==> config.mk <==
export PLATFORM = sky130hd
export DESIGN_NAME = reservation_station
export DESIGN_NICKNAME = d
export VERILOG_FILES = /design/src/rtl/reservation_station_pkg.sv /design/src/rtl/reservation_station_entry.sv /design/src/rtl/reservation_station.sv
export SDC_FILE = /design/constraint.sdc
export NUM_CORES = 1
export LEC_CHECK = 0
export ABC_AREA = 1
export CAP_MARGIN = 10
export CORE_MARGIN = 8
export CORE_UTILIZATION = 30
export DETAILED_ROUTE_END_ITERATION = 10
export DONT_BUFFER_PORTS = 1
export HOLD_SLACK_MARGIN = 0.1
export SLEW_MARGIN = 20
export SYNTH_ARGS = -nofsm -noshare
export SYNTH_HDL_FRONTEND = slang
export SYNTH_SLANG_ARGS = --single-unit
==> constraint.sdc <==
create_clock -name clock -period 19.31 [get_ports clock]
set_clock_uncertainty 0.1 [all_clocks]
set_input_delay 5.793 -clock clock [delete_from_list [all_inputs] [get_ports clock]]
set_output_delay 5.793 -clock clock [all_outputs]
set_load 0.01 [all_outputs]
==> src/rtl/reservation_station_pkg.sv <==
// rtl/reservation_station_pkg.sv - shared types, widths and op encodings for the reservation station
package reservation_station_pkg;

    localparam int TAG_W  = 3;
    localparam int DATA_W = 16;

    localparam logic [TAG_W-1:0] TAG_READY = 3'd0;

    localparam logic [3:0] OP_ADD = 4'b0000;
    localparam logic [3:0] OP_SUB = 4'b0001;

    typedef enum logic [1:0] {
        ST_EMPTY,
        ST_WAITING,
        ST_READY,
        ST_EXECUTING
    } entry_state_t;

    // A broadcast satisfies an operand only when the operand is actually waiting on a producer.
    function automatic logic tag_hit(input logic valid, input logic [TAG_W-1:0] bus_tag,
                                     input logic [TAG_W-1:0] q);
        return valid && (q != TAG_READY) && (bus_tag == q);
    endfunction

endpackage

==> src/rtl/reservation_station_entry.sv <==
// rtl/reservation_station_entry.sv - one station slot: state, operand capture and bus snooping
module rs_entry
    import reservation_station_pkg::*;
#(
    parameter logic [TAG_W-1:0] OWN_TAG = 3'd1
) (
    input  logic                clock,
    input  logic                reset,
    input  logic                load,
    input  logic [DATA_W-1:0]   load_instruction,
    input  logic [DATA_W-1:0]   load_vj,
    input  logic [DATA_W-1:0]   load_vk,
    input  logic [TAG_W-1:0]    load_qj,
    input  logic [TAG_W-1:0]    load_qk,
    input  logic                cdb_valid,
    input  logic [TAG_W-1:0]    cdb_tag,
    input  logic [DATA_W-1:0]   cdb_data,
    input  logic                dispatch,
    output entry_state_t        state,
    output logic [DATA_W-1:0]   instruction,
    output logic [DATA_W-1:0]   vj,
    output logic [DATA_W-1:0]   vk
);

    entry_state_t     next_state;
    logic [TAG_W-1:0] qj, qk;
    logic             in_hit_j, in_hit_k, hit_j, hit_k;
    logic [TAG_W-1:0] in_qj, in_qk, snoop_qj, snoop_qk;

    // Issue-time bypass: a producer finishing in the same cycle never leaves the operand pending.
    assign in_hit_j = tag_hit(cdb_valid, cdb_tag, load_qj);
    assign in_hit_k = tag_hit(cdb_valid, cdb_tag, load_qk);
    assign in_qj    = in_hit_j ? TAG_READY : load_qj;
    assign in_qk    = in_hit_k ? TAG_READY : load_qk;

    assign hit_j    = (state == ST_WAITING) && tag_hit(cdb_valid, cdb_tag, qj);
    assign hit_k    = (state == ST_WAITING) && tag_hit(cdb_valid, cdb_tag, qk);
    assign snoop_qj = hit_j ? TAG_READY : qj;
    assign snoop_qk = hit_k ? TAG_READY : qk;

    always_comb begin
        next_state = state;
        unique case (state)
            ST_EMPTY: begin
                if (load)
                    next_state = (in_qj == TAG_READY && in_qk == TAG_READY) ? ST_READY : ST_WAITING;
            end
            ST_WAITING: begin
                if (snoop_qj == TAG_READY && snoop_qk == TAG_READY)
                    next_state = ST_READY;
            end
            ST_READY: begin
                if (dispatch)
                    next_state = ST_EXECUTING;
            end
            ST_EXECUTING: begin
                if (cdb_valid && cdb_tag == OWN_TAG)
                    next_state = ST_EMPTY;
            end
            default: next_state = ST_EMPTY;
        endcase
    end

    always_ff @(posedge clock or posedge reset) begin
        if (reset) begin
            state       <= ST_EMPTY;
            instruction <= '0;
            vj          <= '0;
            vk          <= '0;
            qj          <= TAG_READY;
            qk          <= TAG_READY;
        end else begin
            state <= next_state;
            if (state == ST_EMPTY && load) begin
                instruction <= load_instruction;
                vj          <= in_hit_j ? cdb_data : load_vj;
                vk          <= in_hit_k ? cdb_data : load_vk;
                qj          <= in_qj;
                qk          <= in_qk;
            end else begin
                if (hit_j) begin
                    vj <= cdb_data;
                    qj <= TAG_READY;
                end
                if (hit_k) begin
                    vk <= cdb_data;
                    qk <= TAG_READY;
                end
            end
        end
    end

endmodule

==> src/rtl/reservation_station.sv <==
// rtl/reservation_station.sv - reservation station top: allocation, dispatch select and FU output registers
module reservation_station
    import reservation_station_pkg::*;
#(
    parameter int               NUM_ENTRIES = 4,
    parameter logic [TAG_W-1:0] BASE_TAG    = 3'd1
) (
    input  logic                clock,
    input  logic                reset,
    input  logic                issue_valid,
    output logic                issue_ready,
    output logic [TAG_W-1:0]    issue_tag,
    input  logic [DATA_W-1:0]   issue_instruction,
    input  logic [DATA_W-1:0]   issue_vj,
    input  logic [DATA_W-1:0]   issue_vk,
    input  logic [TAG_W-1:0]    issue_qj,
    input  logic [TAG_W-1:0]    issue_qk,
    input  logic                cdb_valid,
    input  logic [TAG_W-1:0]    cdb_tag,
    input  logic [DATA_W-1:0]   cdb_data,
    input  logic                fu_stall,
    output logic                fu_instruct_in,
    output logic [DATA_W-1:0]   fu_instruction,
    output logic [DATA_W-1:0]   fu_reg1,
    output logic [DATA_W-1:0]   fu_reg2,
    output logic [TAG_W-1:0]    fu_code,
    output logic [2:0]          occupancy
);

    localparam int IDX_W = $clog2(NUM_ENTRIES);

    entry_state_t              state [NUM_ENTRIES];
    logic [DATA_W-1:0]         e_instruction [NUM_ENTRIES];
    logic [DATA_W-1:0]         e_vj [NUM_ENTRIES];
    logic [DATA_W-1:0]         e_vk [NUM_ENTRIES];
    logic [NUM_ENTRIES-1:0]    load, dispatch;
    logic                      have_empty, have_ready, do_issue, do_dispatch;
    logic [IDX_W-1:0]          empty_idx, ready_idx;
    logic [2:0]                count;

    // Scanning from the top down leaves the lowest matching index in the result.
    always_comb begin
        have_empty = 1'b0;
        have_ready = 1'b0;
        empty_idx  = '0;
        ready_idx  = '0;
        count      = '0;
        for (int i = NUM_ENTRIES - 1; i >= 0; i--) begin
            if (state[i] == ST_EMPTY) begin
                have_empty = 1'b1;
                empty_idx  = IDX_W'(i);
            end
            if (state[i] == ST_READY) begin
                have_ready = 1'b1;
                ready_idx  = IDX_W'(i);
            end
            if (state[i] != ST_EMPTY)
                count = count + 3'd1;
        end
    end

    assign do_issue    = issue_valid && have_empty;
    assign do_dispatch = !fu_stall && have_ready;
    assign issue_ready = have_empty;
    assign issue_tag   = have_empty ? BASE_TAG + TAG_W'(empty_idx) : TAG_READY;
    assign occupancy   = count;

    always_comb begin
        load     = '0;
        dispatch = '0;
        for (int i = 0; i < NUM_ENTRIES; i++) begin
            load[i]     = do_issue && (empty_idx == IDX_W'(i));
            dispatch[i] = do_dispatch && (ready_idx == IDX_W'(i));
        end
    end

    for (genvar i = 0; i < NUM_ENTRIES; i++) begin : g_entry
        rs_entry #(
            .OWN_TAG(TAG_W'(BASE_TAG + i))
        ) u_entry (
            .clock            (clock),
            .reset            (reset),
            .load             (load[i]),
            .load_instruction (issue_instruction),
            .load_vj          (issue_vj),
            .load_vk          (issue_vk),
            .load_qj          (issue_qj),
            .load_qk          (issue_qk),
            .cdb_valid        (cdb_valid),
            .cdb_tag          (cdb_tag),
            .cdb_data         (cdb_data),
            .dispatch         (dispatch[i]),
            .state            (state[i]),
            .instruction      (e_instruction[i]),
            .vj               (e_vj[i]),
            .vk               (e_vk[i])
        );
    end

    // FU payload holds its last value whenever nothing is dispatched.
    always_ff @(posedge clock or posedge reset) begin
        if (reset) begin
            fu_instruct_in <= 1'b0;
            fu_instruction <= '0;
            fu_reg1        <= '0;
            fu_reg2        <= '0;
            fu_code        <= TAG_READY;
        end else begin
            fu_instruct_in <= do_dispatch;
            if (do_dispatch) begin
                fu_instruction <= e_instruction[ready_idx];
                fu_reg1        <= e_vj[ready_idx];
                fu_reg2        <= e_vk[ready_idx];
                fu_code        <= BASE_TAG + TAG_W'(ready_idx);
            end
        end
    end

endmodule
==> flow_metrics.py <==
metrics = {
    "critical_path": {
        "r2r-start": "g_entry[1].u_entry.state[0]$_DFFE_PP0P_",
        "worst_ep_arrival_time_ns": 2.70,
        "start_kind": "flop",
        "cp_max_fo": 6,
        "path_cells": "inv_1 -> ha_1 -> inv_1 -> ha_1 -> nor3_1 -> ha_1 -> inv_1 -> nor2_1",
        "critPathKind": "flop to primary output",
        "cp_top_family": "adder cells",
        "required_ns": 13.42,
        "critPathMaxStageDelay_ns": 0.41,
        "cp_slowest_cell": "dfrtp_1",
        "setup.worst_path.end_class": "primary output",
        "crit_buf_inv": 3,
        "crit_start": "g_entry[3].u_entry.state[0]$_DFFE_PP0P_",
    },
    "timing": {
        "finalCritPeriodShare_pct": 44.5,
        "maxSlewHeadroom_pct": 31.3,
        "maxSlewViolCount": 0,
        "rsz0062_at_grt": "false",
        "final_hold_viol_count": 0,
        "finalSetupViolCount": 0,
        "min_period_ns": 8.60,
        "worst_pin_slew_ns": 1.03,
        "fmax_mhz": 116,
        "tns_ns": 0,
    },
    "route": {
        "ant_nets": 0,
        "finalWirelength_um": 48200,
        "firstDrtPassIters": 5,
        "drc": 0,
        "wl_met3_um": 4510,
        "drt_iter0_markers": 1300,
        "highest_layer": "met5",
        "wire_per_inst_um": 20.3,
        "route.met2.wl_um": 21300,
        "wl_met1_um": 21000,
        "vias": 12800,
        "routed_via_density": 5.40,
    },
    "clock_tree": {
        "htreeDepth": 2,
        "holdBufCountCts": 0,
        "clkSlewWorstSetupHoldPaths_ns": 0.06,
        "cts_setup_buffers": 0,
        "clock-sinks": 276,
        "cts_buffer_depth": 3,
        "insertion_delay_ns": 0.56,
        "root_buffer": "clkbuf_16",
        "cts_buffers": 34,
        "cts_resized": 0,
        "cts_tree": "yes",
    },
    "synth": {
        "syn-cell-area_mm2": 0.0146,
        "synth_cells": 1795,
        "seq_area_frac_synth_pct": 47.2,
        "synthTopCellsByArea": "dfrtp_1, nand2_1, o21ai_0",
        "yosysTopAreaCell": "dfrtp_1",
        "yosysWarningCount": 0,
        "netlist.area_leader.share_pct": 47.2,
        "yosysUniqueCellTypes": 35,
        "synthesis.nets": 1900,
        "avgSynthCellArea_um2": 8.15,
        "synth-seq-cells": 276,
    },
    "power_and_ir_drop": {
        "power_uw": 2850,
        "power_leakage_uw": 0.00743,
        "ir_drop_mv": 0.103,
        "powerDensity_mw_per_mm2": 178,
    },
    "hold_path": {
        "min_from": "g_entry[3].u_entry.instruction[10]$_DFFE_PP0P_",
        "hp-class": "flop to flop",
    },
    "final_layout": {
        "n_fill_cell": 5035,
        "multi_input_area_mm2": 0.00651,
        "drive_gt1_share_pct": 7.14,
        "final_nets": 1830,
        "stdcell_count": 2373,
        "area_delta_synth_final_pct": 9.56,
        "seq_area_mm2": 0.00691,
    },
    "place": {
        "dp_hpwl_um": 29600,
        "portBuffers": 0,
        "gp_congestion": 0.883,
        "placed_cells": 2311,
    },
    "die": {
        "pin_count": 137,
        "start_util_pct": 30.1,
        "core_mm2": 0.0485,
        "die-area_mm2": 0.0561,
        "die_height_um": 237,
        "die_w_um": 237,
        "rows": 81,
    },
    "grt": {
        "gr-usage-all-layers_pct": 16.9,
        "grt_overflow_total": 0,
        "grt_pass1_vias": 12500,
        "grt_pass1_wl_um": 74800,
        "grt_max_degree": 150,
        "antenna_found_initial": 5,
    },
    "status": {
        "status": "finished clean",
    },
    "run": {
        "cap_violations": 0,
    },
}
==> final timing paths <==
path                                                                       end  slack [ns]  depth (start not counted)
max in group asynchronous              g_entry[1].u_entry.state[0]$_DFFE_PP0P_       12.54                          2
worst max register to register         g_entry[3].u_entry.state[0]$_DFFE_PP0P_       15.57                         15
min in group asynchronous                       fu_instruction[11]$_DFFE_PP0P_        5.19                          1
worst min register to register  g_entry[3].u_entry.instruction[10]$_DFFE_PP0P_        0.38                          2
worst min-delay path            g_entry[3].u_entry.instruction[10]$_DFFE_PP0P_        0.38                          2
worst max-delay path                                              issue_tag[2]       10.71                          8
==> through the flow <==
stage                     worst slack (ns)  util, %  cell area, um^2  hold slack (ns)
after global routing                 10.54     33.0            16000            0.401
after detailed placement             11.25     30.5            14800            0.369
after CTS                            10.67     33.0            16000            0.383
after floorplan                       5.81        -            14600            0.348
after global placement               11.30     30.5            14800            0.360
final                                10.71     33.0            16000            0.378
==> synthesized netlist by cell type (all sizes together) <==
cell type and number:
a21boi 2, nand3 130, a21oi 38, o22ai 49, a31oi 48, clkbuf 35, xor2 3, nor2 207
dfrtp 276, ha 27, inv 128, nand4 1, xnor2 8, o21ai 220, nor3 4, nand2 401
o21bai 1, buf 87, o31ai 2, a21o 32, o211ai 96
==> layout make-up <==
cell class                      instances  share of cell area (%)
Antenna cell                            1                  0.0156
Clock inverter                         15                    1.41
Sequential cell                       276                    43.1
Inverter                              128                    3.12
Multi-Input combinational cell       1269                    40.6
Timing Repair Buffer                   16                   0.828
Clock buffer                           46                    6.03
Tap cell                              622                    4.86
==> layer usage <==
metal  global-route usage (%)  vias up
met5                        0        -
li1                         -     5930
met3                     4.68       86
met4                     6.01        8
met2                     25.7      570
met1                     22.6     6218
==> cell usage in the layout, fill, tap and decap left out, drive strengths merged, types with 2 or more instances in the layout <==
cell / instances
a21boi: 2
a21oi: 38
nor3: 4
o31ai: 2
o22ai: 49
xnor2: 8
buf: 16
nand2: 401
nand3: 130
clkbuf: 46
ha: 27
clkinv: 8
a31oi: 48
bufinv: 5
o211ai: 96
a21o: 32
dfrtp: 276
xor2: 3
inv: 129
nor2: 207
o21ai: 220
==> power breakdown <==
part | internal [uW] | switching, uW
registers | 848 | 194
logic | 397 | 728
clock network | 420 | 266
total | 1670 | 1190
==> worst min-delay path, delay by kind of cell (launching register included) <==
kind	cells	cell delay, ns
DFF	1	0.34
and+or+nand+nor	1	0.05
AOI/OAI and AO/OA	1	0.06
==> cells by family after synthesis <==
kind of cell	synth area share, %
flip-flops	47.2
AND/OR/NAND/NOR	21.0
XOR/XNOR	0.659
AO/OA/AOI/OAI	20.4
adder cells (fa/ha/maj)	2.31
buffers and inverters	8.38
==> sequential cells by signal (all words and copies together) (netlist names) <==
| register | cells |
|---|---|
| g_entry.u_entry.instruction | 64 |
| g_entry.u_entry.vj | 64 |
| g_entry.u_entry.vk | 64 |
| fu_instruction | 16 |
| fu_reg1 | 16 |
| fu_reg2 | 16 |
| g_entry.u_entry.qj | 12 |
| g_entry.u_entry.qk | 12 |
| g_entry.u_entry.state | 8 |
| fu_code | 3 |
| fu_instruct_in | 1 |
Note: power is estimated with default switching activity, not from simulation.
